File: config.mk
export PLATFORM = sky130hd
export DESIGN_NAME = hazard_unit_flat
export DESIGN_NICKNAME = d
export VERILOG_FILES = /design/src/rtl/hazard_unit_if.sv /design/src/rtl/hazard_unit.sv /design/src/flat_wrapper.sv
export SDC_FILE = /design/constraint.sdc
export NUM_CORES = 1
export LEC_CHECK = 0
export CORE_MARGIN = 2
export CORE_UTILIZATION = 49
export DETAILED_ROUTE_END_ITERATION = 10
export GPL_ROUTABILITY_DRIVEN = 0
export GPL_TIMING_DRIVEN = 0
export HOLD_SLACK_MARGIN = 0.1
export PLACE_DENSITY = 0.84
export SETUP_SLACK_MARGIN = 0.15
export SLEW_MARGIN = 20
export SYNTH_ARGS = -nofsm -noshare
export SYNTH_HDL_FRONTEND = slang
export SYNTH_SLANG_ARGS = --single-unit
File: constraint.sdc
create_clock -name clk -period 3 [get_ports clk]
set_clock_uncertainty 0.05 [all_clocks]
set_input_delay 0.45 -clock clk [delete_from_list [all_inputs] [get_ports clk]]
set_output_delay 0.45 -clock clk [all_outputs]
set_load 0.02 [all_outputs]
File: src/rtl/hazard_unit_if.sv
// Hazard unit port bundle: ID/EX operand info, memory
// handshake status, pipe-register controls and stall counters.
interface hazard_unit_if #(
  parameter int REG_W = 5,
  parameter int CNT_W = 32
);
  logic [REG_W-1:0] id_rs1_i;
  logic [REG_W-1:0] id_rs2_i;
  logic             id_uses_rs1_i;
  logic             id_uses_rs2_i;
  logic             ex_mem_read_i;
  logic [REG_W-1:0] ex_rd_i;
  logic             ex_br_taken_i;
  logic             imem_req_i;
  logic             imem_resp_i;
  logic             dmem_req_i;
  logic             dmem_resp_i;
  logic             HD_PC_write_o;
  logic             HD_IF_ID_write_o;
  logic             HD_controlmux_sel_o;
  logic             HD_ID_EX_write_o;
  logic             HD_EX_MEM_write_o;
  logic             HD_MEM_WB_write_o;
  logic             HD_IF_ID_flush_o;
  logic             HD_ID_EX_flush_o;
  logic [CNT_W-1:0] lu_stall_cnt_o;
  logic [CNT_W-1:0] mem_stall_cnt_o;

  modport master (
    output id_rs1_i, id_rs2_i,
    output id_uses_rs1_i, id_uses_rs2_i,
    output ex_mem_read_i, ex_rd_i,
    output ex_br_taken_i,
    output imem_req_i, imem_resp_i,
    output dmem_req_i, dmem_resp_i,
    input  HD_PC_write_o, HD_IF_ID_write_o,
    input  HD_controlmux_sel_o,
    input  HD_ID_EX_write_o,
    input  HD_EX_MEM_write_o,
    input  HD_MEM_WB_write_o,
    input  HD_IF_ID_flush_o,
    input  HD_ID_EX_flush_o,
    input  lu_stall_cnt_o, mem_stall_cnt_o
  );

  modport slave (
    input  id_rs1_i, id_rs2_i,
    input  id_uses_rs1_i, id_uses_rs2_i,
    input  ex_mem_read_i, ex_rd_i,
    input  ex_br_taken_i,
    input  imem_req_i, imem_resp_i,
    input  dmem_req_i, dmem_resp_i,
    output HD_PC_write_o, HD_IF_ID_write_o,
    output HD_controlmux_sel_o,
    output HD_ID_EX_write_o,
    output HD_EX_MEM_write_o,
    output HD_MEM_WB_write_o,
    output HD_IF_ID_flush_o,
    output HD_ID_EX_flush_o,
    output lu_stall_cnt_o, mem_stall_cnt_o
  );
endinterface

File: src/rtl/hazard_unit.sv
// Pipeline hazard controller: load-use bubbles, memory freeze,
// taken-branch flush (deferred across freezes), stall counters.
module hazard_unit #(
  parameter int REG_W    = 5,
  parameter int LOAD_LAT = 1,
  parameter int CNT_W    = 32
) (
  input logic         clk,
  input logic         rst,
  hazard_unit_if.slave hz
);

  typedef enum logic {
    RUN,
    LU_STALL
  } state_t;

  state_t           state, state_nx;
  logic [2:0]       cnt, cnt_nx;
  logic             flush_pend, flush_pend_nx;
  logic [CNT_W-1:0] lu_cnt, mem_cnt;
  logic             lu_inc, mem_inc;

  logic mem_wait, lu_hit, flush_now, lu_stall;
  logic sel_mem, sel_fl, sel_lu, sel_run;

  logic pc_w, ifid_w, cm_sel;
  logic idex_w, exmem_w, memwb_w;
  logic ifid_fl, idex_fl;

  assign mem_wait =
    (hz.imem_req_i & ~hz.imem_resp_i) |
    (hz.dmem_req_i & ~hz.dmem_resp_i);

  assign lu_hit = hz.ex_mem_read_i &
    (hz.ex_rd_i != '0) &
    ((hz.id_uses_rs1_i & (hz.ex_rd_i == hz.id_rs1_i)) |
     (hz.id_uses_rs2_i & (hz.ex_rd_i == hz.id_rs2_i)));

  assign flush_now =
    (hz.ex_br_taken_i | flush_pend) & ~mem_wait;

  assign lu_stall =
    ((state == RUN) & lu_hit) | (state == LU_STALL);

  // mutually exclusive priority classes
  assign sel_mem = mem_wait;
  assign sel_fl  = flush_now;
  assign sel_lu  = lu_stall & ~mem_wait & ~flush_now;
  assign sel_run = ~sel_mem & ~sel_fl & ~sel_lu;

  always_comb begin
    pc_w          = 1'b1;
    ifid_w        = 1'b1;
    cm_sel        = 1'b1;
    idex_w        = 1'b1;
    exmem_w       = 1'b1;
    memwb_w       = 1'b1;
    ifid_fl       = 1'b0;
    idex_fl       = 1'b0;
    state_nx      = state;
    cnt_nx        = cnt;
    flush_pend_nx = flush_pend;
    lu_inc        = 1'b0;
    mem_inc       = 1'b0;
    unique case (1'b1)
      sel_mem: begin
        pc_w    = 1'b0;
        ifid_w  = 1'b0;
        idex_w  = 1'b0;
        exmem_w = 1'b0;
        memwb_w = 1'b0;
        mem_inc = 1'b1;
        if (hz.ex_br_taken_i)
          flush_pend_nx = 1'b1;
      end
      sel_fl: begin
        ifid_fl       = 1'b1;
        idex_fl       = 1'b1;
        flush_pend_nx = 1'b0;
        state_nx      = RUN;
        cnt_nx        = '0;
      end
      sel_lu: begin
        pc_w   = 1'b0;
        ifid_w = 1'b0;
        cm_sel = 1'b0;
        lu_inc = 1'b1;
        if (state == RUN) begin
          if (LOAD_LAT > 1) begin
            state_nx = LU_STALL;
            cnt_nx   = 3'(LOAD_LAT - 1);
          end
        end else if (cnt == 3'd1) begin
          state_nx = RUN;
          cnt_nx   = '0;
        end else begin
          cnt_nx = cnt - 3'd1;
        end
      end
      sel_run: ;
      default: ;
    endcase
  end

  always_ff @(posedge clk or posedge rst) begin
    if (rst) begin
      state      <= RUN;
      cnt        <= '0;
      flush_pend <= 1'b0;
    end else begin
      state      <= state_nx;
      cnt        <= cnt_nx;
      flush_pend <= flush_pend_nx;
    end
  end

  always_ff @(posedge clk or posedge rst) begin
    if (rst) begin
      lu_cnt  <= '0;
      mem_cnt <= '0;
    end else begin
      if (lu_inc && lu_cnt != '1)
        lu_cnt <= lu_cnt + CNT_W'(1);
      if (mem_inc && mem_cnt != '1)
        mem_cnt <= mem_cnt + CNT_W'(1);
    end
  end

  assign hz.HD_PC_write_o       = pc_w;
  assign hz.HD_IF_ID_write_o    = ifid_w;
  assign hz.HD_controlmux_sel_o = cm_sel;
  assign hz.HD_ID_EX_write_o    = idex_w;
  assign hz.HD_EX_MEM_write_o   = exmem_w;
  assign hz.HD_MEM_WB_write_o   = memwb_w;
  assign hz.HD_IF_ID_flush_o    = ifid_fl;
  assign hz.HD_ID_EX_flush_o    = idex_fl;
  assign hz.lu_stall_cnt_o      = lu_cnt;
  assign hz.mem_stall_cnt_o     = mem_cnt;

endmodule

File: src/flat_wrapper.sv
// flat-port wrapper written by rule: the top's interface ports become plain ports
module hazard_unit_flat 
#(
  parameter int REG_W    = 5,
  parameter int LOAD_LAT = 1,
  parameter int CNT_W    = 32
)
  (clk, rst, hz_id_rs1_i, hz_id_rs2_i, hz_id_uses_rs1_i, hz_id_uses_rs2_i, hz_ex_mem_read_i, hz_ex_rd_i, hz_ex_br_taken_i, hz_imem_req_i, hz_imem_resp_i, hz_dmem_req_i, hz_dmem_resp_i, hz_HD_PC_write_o, hz_HD_IF_ID_write_o, hz_HD_controlmux_sel_o, hz_HD_ID_EX_write_o, hz_HD_EX_MEM_write_o, hz_HD_MEM_WB_write_o, hz_HD_IF_ID_flush_o, hz_HD_ID_EX_flush_o, hz_lu_stall_cnt_o, hz_mem_stall_cnt_o);
  hazard_unit_if #(.REG_W(REG_W), .CNT_W(CNT_W)) hz_i ();
  input logic clk;
  input logic rst;
  input wire logic [$bits(hz_i.id_rs1_i)-1:0] hz_id_rs1_i;
  input wire logic [$bits(hz_i.id_rs2_i)-1:0] hz_id_rs2_i;
  input wire logic [$bits(hz_i.id_uses_rs1_i)-1:0] hz_id_uses_rs1_i;
  input wire logic [$bits(hz_i.id_uses_rs2_i)-1:0] hz_id_uses_rs2_i;
  input wire logic [$bits(hz_i.ex_mem_read_i)-1:0] hz_ex_mem_read_i;
  input wire logic [$bits(hz_i.ex_rd_i)-1:0] hz_ex_rd_i;
  input wire logic [$bits(hz_i.ex_br_taken_i)-1:0] hz_ex_br_taken_i;
  input wire logic [$bits(hz_i.imem_req_i)-1:0] hz_imem_req_i;
  input wire logic [$bits(hz_i.imem_resp_i)-1:0] hz_imem_resp_i;
  input wire logic [$bits(hz_i.dmem_req_i)-1:0] hz_dmem_req_i;
  input wire logic [$bits(hz_i.dmem_resp_i)-1:0] hz_dmem_resp_i;
  output wire logic [$bits(hz_i.HD_PC_write_o)-1:0] hz_HD_PC_write_o;
  output wire logic [$bits(hz_i.HD_IF_ID_write_o)-1:0] hz_HD_IF_ID_write_o;
  output wire logic [$bits(hz_i.HD_controlmux_sel_o)-1:0] hz_HD_controlmux_sel_o;
  output wire logic [$bits(hz_i.HD_ID_EX_write_o)-1:0] hz_HD_ID_EX_write_o;
  output wire logic [$bits(hz_i.HD_EX_MEM_write_o)-1:0] hz_HD_EX_MEM_write_o;
  output wire logic [$bits(hz_i.HD_MEM_WB_write_o)-1:0] hz_HD_MEM_WB_write_o;
  output wire logic [$bits(hz_i.HD_IF_ID_flush_o)-1:0] hz_HD_IF_ID_flush_o;
  output wire logic [$bits(hz_i.HD_ID_EX_flush_o)-1:0] hz_HD_ID_EX_flush_o;
  output wire logic [$bits(hz_i.lu_stall_cnt_o)-1:0] hz_lu_stall_cnt_o;
  output wire logic [$bits(hz_i.mem_stall_cnt_o)-1:0] hz_mem_stall_cnt_o;
  assign hz_i.id_rs1_i = hz_id_rs1_i;
  assign hz_i.id_rs2_i = hz_id_rs2_i;
  assign hz_i.id_uses_rs1_i = hz_id_uses_rs1_i;
  assign hz_i.id_uses_rs2_i = hz_id_uses_rs2_i;
  assign hz_i.ex_mem_read_i = hz_ex_mem_read_i;
  assign hz_i.ex_rd_i = hz_ex_rd_i;
  assign hz_i.ex_br_taken_i = hz_ex_br_taken_i;
  assign hz_i.imem_req_i = hz_imem_req_i;
  assign hz_i.imem_resp_i = hz_imem_resp_i;
  assign hz_i.dmem_req_i = hz_dmem_req_i;
  assign hz_i.dmem_resp_i = hz_dmem_resp_i;
  assign hz_HD_PC_write_o = hz_i.HD_PC_write_o;
  assign hz_HD_IF_ID_write_o = hz_i.HD_IF_ID_write_o;
  assign hz_HD_controlmux_sel_o = hz_i.HD_controlmux_sel_o;
  assign hz_HD_ID_EX_write_o = hz_i.HD_ID_EX_write_o;
  assign hz_HD_EX_MEM_write_o = hz_i.HD_EX_MEM_write_o;
  assign hz_HD_MEM_WB_write_o = hz_i.HD_MEM_WB_write_o;
  assign hz_HD_IF_ID_flush_o = hz_i.HD_IF_ID_flush_o;
  assign hz_HD_ID_EX_flush_o = hz_i.HD_ID_EX_flush_o;
  assign hz_lu_stall_cnt_o = hz_i.lu_stall_cnt_o;
  assign hz_mem_stall_cnt_o = hz_i.mem_stall_cnt_o;
  hazard_unit #(.REG_W(REG_W), .LOAD_LAT(LOAD_LAT), .CNT_W(CNT_W)) u_core (.clk(clk), .rst(rst), .hz(hz_i));
endmodule
==> flow_metrics.py, run 1 <==
metrics = {
    "worst_setup_path": {
        "rr_startpoint": "u_core.hz.lu_stall_cnt_o[0]",
        "reg2reg_depth": 7,
        "crit_path_start_kind": "input pin",
        "end_kind": "primary output",
        "crit_type": "input pin to primary output",
        "r2r_slack_ps": 800,
        "timing.rr.end": "u_core.hz.lu_stall_cnt_o[1]",
        "cp.required_ps": 2500,
        "critPathMaxFanout": 10,
        "arrival_ps": 2230,
    },
    "synthesis": {
        "synthTopCellsByCount": "dfrtp_1, xnor2_1, nand2_1, nand4_1, nand3_1",
        "synth_warnings": 0,
        "netlist_area_um2": 3640,
        "seq_area_frac_synth_pct": 47.5,
        "ys_types": 47,
        "ys.flop_type": "dfrtp_1",
        "synthCells": 338,
        "yosys_register_bits": 69,
        "yosys.area.top_type_share_pct": 47.5,
        "synth-edff-count": 0,
        "syn_nets": 367,
        "avgSynthCellArea_um2": 10.8,
        "synth_most_common_cell": "dfrtp_1",
        "synthTopCellsByArea": "dfrtp_1, xnor2_1, xor2_1",
        "yosys.area.top_type": "dfrtp_1",
        "synth-async-reset-ratio_pct": 100,
    },
    "run": {
        "maxCapViolCount": 0,
    },
    "floorplan": {
        "die_x_um": 90.2,
        "fp.dieH_um": 90.2,
        "die_area_um2": 8130,
        "placeableCoreArea_um2": 7210,
        "rows": 31,
        "io_pins": 97,
        "start_util_pct": 50.4,
    },
    "clocking": {
        "htreeDepth": 3,
        "cts_root_buffer": "clkbuf_8",
        "clock_latency_ps": 330,
        "holdBufCountCts": 0,
        "numClockSinks": 69,
        "numCtsBuffers": 9,
        "max-clock-path-buffers": 2,
        "cts_tree": "built",
        "path_clk_slew_ps": 60,
    },
    "global_route": {
        "grt_antenna_before_repair": 0,
        "grt_overflow": 0,
        "grt_pass1_wl_um": 13700,
        "first_global_vias": 2837,
        "grt_max_degree": 38,
        "track_usage_pct": 20.6,
    },
    "hold_path": {
        "min_path_type": "flip-flop to flip-flop",
        "hp-start": "u_core.cnt[2]",
        "whs_path_depth": 1,
        "hold_end": "u_core.cnt[2]",
    },
    "power": {
        "ir_worst_vdd_v": 0.000431,
        "switchingPower_mw": 0.577,
        "p_int_mw": 1.59,
        "power_frac_comb_pct": 17.1,
        "power_density_nw_per_um2": 435,
        "p_leak_nw": 2.14,
        "p_seq_share_pct": 48.1,
        "swShare_pct": 26.6,
        "clockPowerShare_pct": 34.8,
    },
    "drt": {
        "drtAntennaViolNets": 0,
        "drt_pass1_iterations": 4,
        "drc": 0,
        "num_vias": 2973,
        "routed_wl_um": 8300,
        "post_drt_wl_per_cell_um": 15.0,
        "viasPerCell": 5.38,
        "drtIter0Drc": 80,
    },
    "finish": {
        "utilization_pct": 69.2,
        "fin_area_um2": 4990,
        "nets": 479,
        "area_growth_pct": 37.2,
        "diodes": 0,
        "drive_gt1_share_pct": 13.0,
    },
    "timing": {
        "setup_tns_ps": 0,
        "tightest_slew_ps": 584,
        "fmax_mhz": 366,
        "relSlewSlack_pct": 60.9,
        "rsz0062_at_grt": "no",
        "finalSetupViolations": 0,
        "drv_slew": 0,
        "finalHoldViolCount": 0,
        "holdWs_ps": 431,
        "min_period_ps": 2730,
        "fin_crit_sh_pct": 91.1,
    },
    "run_status": {
        "outcome": "finished, final reports clean",
    },
    "place": {
        "placed_area_um2": 4750,
        "dpl.hpwl_um": 6080,
        "port_buffers": 96,
    },
}
## power by group through the flow
stage	Combinational [mW]	Clock [mW]	Sequential, mW
after detailed placement	0.371	0	1.05
after global placement	0.358	0	1.05
after floorplan	0.138	0	1.10
after CTS	0.373	0.773	1.04
final	0.371	0.754	1.04
after global routing	0.398	0.819	1.05
## metal layers
layer  up-vias  GRT usage [%]  routed length (um)
met3         9           5.36                 458
li1       1413              -                   -
met5         -              0                   0
met2        93           33.6                4100
met4         0           7.31                 107
met1      1458           26.6                3640
## metrics by stage
step / setup WS [ps] / total power [mW] / cells
2_1_floorplan: 514 / 1.24 / 338
3_3_place_gp: -390 / 1.41 / 533
3_5_place_dp: -415 / 1.43 / 534
6_report: 267 / 2.17 / 553
4_1_cts: 25.9 / 2.19 / 550
5_1_grt: 79.0 / 2.27 / 553
## cell type report
class / instances / area [um^2]
inverters: 7 / 33.8
clock buffers: 12 / 155
repair buffers: 101 / 1020
multi-input cells: 252 / 1820
flip-flops and latches: 69 / 1730
fillers: 549 / 2220
clock inverters: 3 / 45.0
well taps: 99 / 124
plain buffers: 10 / 66.3
## flip-flops by register name, summed over array words and instances (netlist names)
register	flops
u_core.flush_pend	1
u_core.state	1
u_core.hz.mem_stall_cnt_o	32
u_core.hz.lu_stall_cnt_o	32
u_core.cnt	3
## cells by family after synthesis
family / count (synthesis) / synth area share (%)
xor gates and xnor gates: 72 / 17.3
buffers and inverters: 17 / 2.58
and+or+nand+nor: 163 / 27.4
adders and majority gates: 4 / 1.38
DFF: 69 / 47.5
AOI/OAI and AO/OA: 11 / 3.10
muxes: 2 / 0.722
## repair_timing
action,4_1_cts,5_1_grt
buffers inserted,1,3
pin swaps,1,4
resized for setup,6,7
endpoints found under the setup margin,3,2
## critical path, cell delays in order
cell and delay, ps:
clkdlybuf4s50_1 490, nor4_2 260, nand2_1 100, o2111ai_2 140, buf_6 200, nand2b_1 150
and2_1 160, clkdlybuf4s15_2 290
## worst max-delay path by stage
stage,startpoint,to,slack (ps),cells after the start
after detailed placement,hz_imem_req_i,hz_HD_PC_write_o,-410,10
after CTS,hz_ex_rd_i[0],hz_HD_PC_write_o,30,9
after floorplan,hz_imem_req_i,hz_HD_PC_write_o,510,8
after global routing,hz_id_rs2_i[1],hz_HD_PC_write_o,80,9
after global placement,hz_imem_req_i,hz_HD_PC_write_o,-390,10
final,hz_ex_rd_i[2],hz_HD_IF_ID_write_o,270,8
## cell usage in the layout, fill, tap and decap left out, types with 2 or more instances in the layout
cell type and instances:
and2_1 7, and3_1 15, and4_1 8, and4_4 2, buf_2 5, buf_4 8
clkbuf_8 11, clkdlybuf4s50_1 89, clkinvlp_4 2, dfrtp_1 69, dlymetal6s2s_1 4, ha_1 4
inv_1 3, inv_2 2, nand2_1 31, nand2b_1 3, nand3_1 24, nand3b_1 2
nand4_1 26, nor2_1 16, nor3_1 6, nor3b_2 3, nor4_1 4, nor4b_2 2
o21ai_0 4, xnor2_1 51, xor2_1 21
Power figures use the tool's default switching activity.
==> run 2: changes to the inputs <==
CAP_MARGIN = 0   (was default)
==> results of run 2 <==
Same layout as run 1: the final DEF is identical, and so are final timing and power.
